--- src/rtl/ram64x18_rt_lite.sv ---
// Behavioural 64x18 micro-RAM: one synchronous write port (C), two pipelined read ports (A, B).
// Optional define COLLISION_WARN_EN adds a simulation-only same-row read/write warning.
module ram64x18_rt_lite #(
    parameter int INIT_ZERO = 1
) (
    input  logic        clock,
    input  logic        reset_n,

    input  logic [6:0]  A_ADDR,
    input  logic [1:0]  A_BLK,
    input  logic        A_WIDTH,
    input  logic        A_ADDR_EN,
    input  logic        A_ADDR_SRST_N,
    input  logic        A_ADDR_BYPASS,
    input  logic        A_DOUT_EN,
    input  logic        A_DOUT_SRST_N,
    input  logic        A_DOUT_BYPASS,
    output logic [17:0] A_DOUT,

    input  logic [6:0]  B_ADDR,
    input  logic [1:0]  B_BLK,
    input  logic        B_WIDTH,
    input  logic        B_ADDR_EN,
    input  logic        B_ADDR_SRST_N,
    input  logic        B_ADDR_BYPASS,
    input  logic        B_DOUT_EN,
    input  logic        B_DOUT_SRST_N,
    input  logic        B_DOUT_BYPASS,
    output logic [17:0] B_DOUT,

    input  logic [6:0]  C_ADDR,
    input  logic [1:0]  C_BLK,
    input  logic        C_WIDTH,
    input  logic        C_WEN,
    input  logic [17:0] C_DIN,

    output logic        BUSY
);

    localparam int          ROWS     = 64;
    localparam logic [17:0] INIT_ROW = (INIT_ZERO != 0) ? 18'h0 : 18'hx;

    // The power-up value only matters in simulation; hardware contents are undefined.
    logic [17:0] mem_q [ROWS] = '{default: INIT_ROW};

    logic        wr_en;
    logic [17:0] wr_row_d;

    logic [6:0]  a_addr_q, a_addr_eff;
    logic [17:0] a_rdata, a_dout_q;
    logic [6:0]  b_addr_q, b_addr_eff;
    logic [17:0] b_rdata, b_dout_q;

    function automatic logic [17:0] read_word(input logic [17:0] row, input logic [6:0] addr,
                                              input logic [1:0] blk, input logic width);
        if (blk != 2'b11) return 18'h0;
        if (width)        return row;
        return addr[0] ? {9'h0, row[17:9]} : {9'h0, row[8:0]};
    endfunction

    assign wr_en = C_WEN && (C_BLK == 2'b11);

    // A 9-bit write merges into the existing row so the other half is preserved.
    always_comb begin
        // NOTE: default assignment first so no path leaves wr_row_d unassigned (no latch).
        wr_row_d = mem_q[C_ADDR[6:1]];
        if (C_WIDTH) begin
            wr_row_d = C_DIN;
        end else if (C_ADDR[0]) begin
            wr_row_d[17:9] = C_DIN[8:0];
        end else begin
            wr_row_d[8:0] = C_DIN[8:0];
        end
    end

    // NOTE: the storage array has no reset; reset_n only touches the pipeline registers.
    always_ff @(posedge clock) begin
        if (wr_en) begin
            mem_q[C_ADDR[6:1]] <= wr_row_d;
        end
    end

    // Port A
    always_ff @(posedge clock or negedge reset_n) begin
        if (!reset_n) begin
            a_addr_q <= '0;
            a_dout_q <= '0;
        end else begin
            if (!A_ADDR_SRST_N)  a_addr_q <= '0;
            else if (A_ADDR_EN)  a_addr_q <= A_ADDR;
            if (!A_DOUT_SRST_N)  a_dout_q <= '0;
            else if (A_DOUT_EN)  a_dout_q <= a_rdata;
        end
    end

    assign a_addr_eff = A_ADDR_BYPASS ? A_ADDR : a_addr_q;
    assign a_rdata    = read_word(mem_q[a_addr_eff[6:1]], a_addr_eff, A_BLK, A_WIDTH);
    assign A_DOUT     = A_DOUT_BYPASS ? a_rdata : a_dout_q;

    // Port B
    always_ff @(posedge clock or negedge reset_n) begin
        if (!reset_n) begin
            b_addr_q <= '0;
            b_dout_q <= '0;
        end else begin
            if (!B_ADDR_SRST_N)  b_addr_q <= '0;
            else if (B_ADDR_EN)  b_addr_q <= B_ADDR;
            if (!B_DOUT_SRST_N)  b_dout_q <= '0;
            else if (B_DOUT_EN)  b_dout_q <= b_rdata;
        end
    end

    assign b_addr_eff = B_ADDR_BYPASS ? B_ADDR : b_addr_q;
    assign b_rdata    = read_word(mem_q[b_addr_eff[6:1]], b_addr_eff, B_BLK, B_WIDTH);
    assign B_DOUT     = B_DOUT_BYPASS ? b_rdata : b_dout_q;

    assign BUSY = 1'b0;

`ifdef COLLISION_WARN_EN
    always @(posedge clock) begin
        if (wr_en && (A_BLK == 2'b11) && (a_addr_eff[6:1] == C_ADDR[6:1])) begin
            $display("%0t: collision warning port A addr %0d", $time, a_addr_eff);
        end
        if (wr_en && (B_BLK == 2'b11) && (b_addr_eff[6:1] == C_ADDR[6:1])) begin
            $display("%0t: collision warning port B addr %0d", $time, b_addr_eff);
        end
    end
`endif

endmodule

--- config.mk ---
export PLATFORM = sky130hd
export DESIGN_NAME = ram64x18_rt_lite
export DESIGN_NICKNAME = d
export VERILOG_FILES = /design/src/rtl/ram64x18_rt_lite.sv
export SDC_FILE = /design/constraint.sdc
export NUM_CORES = 2
export LEC_CHECK = 0
export BUFFER_PORTS_ARGS = -buffer_cell sky130_fd_sc_hd__buf_2
export CAP_MARGIN = 5
export CORE_MARGIN = 2
export CORE_UTILIZATION = 32
export CTS_CLUSTER_SIZE = 25
export DETAILED_ROUTE_END_ITERATION = 10
export SLEW_MARGIN = 15
export SYNTH_ARGS = -nofsm -noshare
export SYNTH_HDL_FRONTEND = slang
export SYNTH_SLANG_ARGS = --single-unit
--- constraint.sdc ---
create_clock -name clock -period 5.01 [get_ports clock]
set_input_delay 1.002 -clock clock [delete_from_list [all_inputs] [get_ports clock]]
set_output_delay 1.002 -clock clock [all_outputs]
set_load 0.005 [all_outputs]
==> metrics.txt <==
status=complete, but fails checks; failing checks=setup timing; HP Class=in -> async; drt via density=6.074; htree depth=4; nets=between 5,000 and 6,000; sequential share of the synthesized area=0.5899; via count=between 50,000 and 60,000; # rows=about 160; adder-cell share of the synthesized area=0; Synth Area per Inst=11.90 um^2; Worst Setup SP=b_addr_q[2]; CTS Root Cell=clkbuf_16; CP arrival=between 4 and 5 ns; Worst setup EP type=primary output; vias in the first global route=48,370; asr flop ratio synth=0.04160; IO Port Bufs=98; Clock Tree Buf Depth=3; cell count after placement=around 8,000; Slew Limit Fails=0; post-synthesis mux area share=0.1065; Synth Net Count=5,168; peak supply drop=around 200 uV; hold slack=approximately 0.14 ns; clock skew=around 0.034 ns; Top-Level Pins=100; Worst slew margin=0.2318; xor and xnor area share after synthesis=0; Max Fanout on Critical Path=8; final hold violations=0; clk_lat worst skew=0.79 ns; Post-synth EDFFs=1,152; die width=439.8 um; max cap viols=0; post-synthesis simple-gate area fraction=0.1240; All-Layer GR Usage=0.2610; first-pass GRT wire length=362.0 mm; proportion of layout cells with a drive suffix above 1=0.2706; Die H=439.8 um; gr ovfl total=0; DRT iter0 DRCs=between 7,000 and 8,000; Setup CP Type=reg -> out; Synth warnings=0; fin worst setup slack=-0.1355 ns; worst r2r src=a_addr_q[3]; post-DR wirelength/cell=31.15 um; pin count of the biggest net entering global routing=65; Power Density=330.4 nW/um^2; Final setup violation count=12; number of synthesized register bits=1,202; period utilization=1.027; Num CTS Buffers=130; Synth Area in Compound Gates=0.1440; main combinational cell family by area after synthesis=compound AO/OA/AOI/OAI gates; initial antenna violation count=23; Tightest Pin Transition=1.152 ns; worst path required time=4.01 ns; routability cong.=0.9859; setup TNS=-0.4550 ns; routed wire length=260.1 mm; antenna viol nets, final=0; Clock Sinks=between 1,000 and 1,500; Post-Syn Area=60,760 um^2; Die ar.=193,400 um^2; Syn Inst Count=5,105; first drt pass iteration count=7; Post-synth top flop=edfxtp_1; hold_buf cts=0; unrepaired setup endpoints after global routing=true; # DRC=0; P_leak=0.02698 uW; synth unique cells=80; DP HPWL=about 180 mm; clk slew on worst S/H paths=approximately 0.060 ns; area grow syn2layout=26.44%; Core Footprint=188,200 um^2; Initial Util=0.3229; CP startpoint kind=register; fin cells=8,348; fmax=194.3 MHz; TritonCTS clock tree=done; min cycle time layout=5.145 ns
[cell families (layout without fill, tap and decap cells)]
family | count (synthesis) | in the layout
AOI/OAI and AO/OA | 1304 | 1304
other | 1 | 11
muxes | 422 | 424
and+or+nand+nor | 1664 | 1664
buffers and inverters | 512 | 1248
DFF | 1202 | 1202
[power by group]
part | switching, uW | internal (uW) | leakage, uW
Combinational | 2750 | 1700 | 0.0139
Sequential | 27.1 | 11100 | 0.0110
Clock | 4120 | 5700 | 0.00205
[worst max-delay path, stage by stage, from the launching register on]
cell       delay, ns
dfrtp_4         0.55
buf_12          0.16
mux2_4          0.32
buf_4           0.19
and2_1          0.20
o41ai_4         0.31
a31oi_2         0.19
nor4_4          0.38
buf_4           0.20
nand4_1         0.12
buf_6           0.17
a2bb2oi_1       0.15
a21oi_1         0.08
buf_4           0.21
buf_2           0.13
[Yosys cell counts (22+ instances only)]
master	number	area [um^2]
mux2_2	29	326.6
or3_1	22	137.6
dfrtp_1	50	1251
o22ai_1	89	556.8
nor4_1	31	193.9
edfxtp_1	1152	34590
nor2b_1	24	150.1
o41ai_1	61	534.3
and3_1	30	187.7
nor3_1	25	125.1
a21oi_1	231	1156
and2_1	123	769.5
o21ai_0	297	1486
a21boi_0	26	195.2
mux4_2	176	3964
o21bai_1	40	300.3
buf_2	114	570.6
nand3_1	280	1401
o211ai_1	90	675.7
nand4_1	43	269.0
nand2_1	750	2815
nand2b_1	27	168.9
a41oi_1	33	289.0
buf_1	48	180.2
a221oi_1	67	586.8
nor2_1	275	1032
inv_1	101	379.1
mux2i_1	215	2152
a22oi_1	44	330.3
clkbuf_1	224	840.8
a31oi_1	97	606.8
[sequential cells by signal (all words and copies together), names as in the netlist]
name and count:
b_addr_q 7, b_dout_q 18, mem_q 1152, a_addr_q 7, a_dout_q 18
[worst paths after layout]
check                              end  slack (ns)  cells past startpoint
max                          B_DOUT[8]       -0.14                     14
min                        a_dout_q[2]        0.14                      1
max reg2reg                a_dout_q[8]        1.65                      9
min reg2reg                b_dout_q[6]        0.48                      2
max in group asynchronous  b_addr_q[2]        3.88                      2
min in group clock         b_dout_q[6]        0.48                      2
[layer usage]
metal,GRT usage,vias to the layer above,share of wire,wire [um]
met1,0.3438,25347,0.38,98860
met4,0.1361,12,0.063,16490
met5,0,-,0.00029,76
li1,-,21136,-,-
met3,0.06371,661,0.12,30790
met2,0.3980,3553,0.44,113900
[cell type report]
class	instances	area, um^2
flip-flops and latches	1202	35850
fillers	17602	111400
diodes	10	25.02
clock inverters	71	738.2
repair buffers	917	8437
clock buffers	158	3475
inverters	102	382.9
multi-input cells	3393	24800
well taps	2495	3122
[layout by cell type (no fill, tap or decap), types with 31 or more instances in the layout]
cell       netlist  final
a221oi_1        67     55
edfxtp_1      1152   1152
nand4_1         43     43
clkbuf_16        0    140
nand2_1        750    737
buf_4           21    660
a21oi_1        231    221
mux4_2         176    176
o21ai_0        297    275
nand3_1        280    268
o22ai_1         89     84
dfrtp_1         50     45
a31oi_1         97     66
o211ai_1        90     90
and2_1         123    110
mux2i_1        215    202
a41oi_1         33     31
buf_2          114     94
inv_1          101    101
o21bai_1        40     40
nor2_1         275    258
buf_12           0    104
buf_6            2     37
[per-stage QoR]
step	utilization	power [uW]	cell area (um^2)	setup slack, ns
floorplan	-	13120	60760	0.6949
global placement	0.3701	15170	69660	-0.7778
detailed placement	0.3701	15200	69660	-0.7865
CTS	0.4012	25140	75510	-0.1125
global route	0.4082	25940	76810	-0.1533
finish	0.4082	25390	76830	-0.1355
[what timing repair did]
| action | in CTS | in global routing |
|---|---|---|
| endpoints found under the setup margin | 36 | 32 |
| resized for setup | 228 | 187 |
| pin swaps | 72 | 79 |
| buffers inserted | 33 | 27 |
| gates cloned | 7 | 5 |
(Power assumes the default switching activity.)
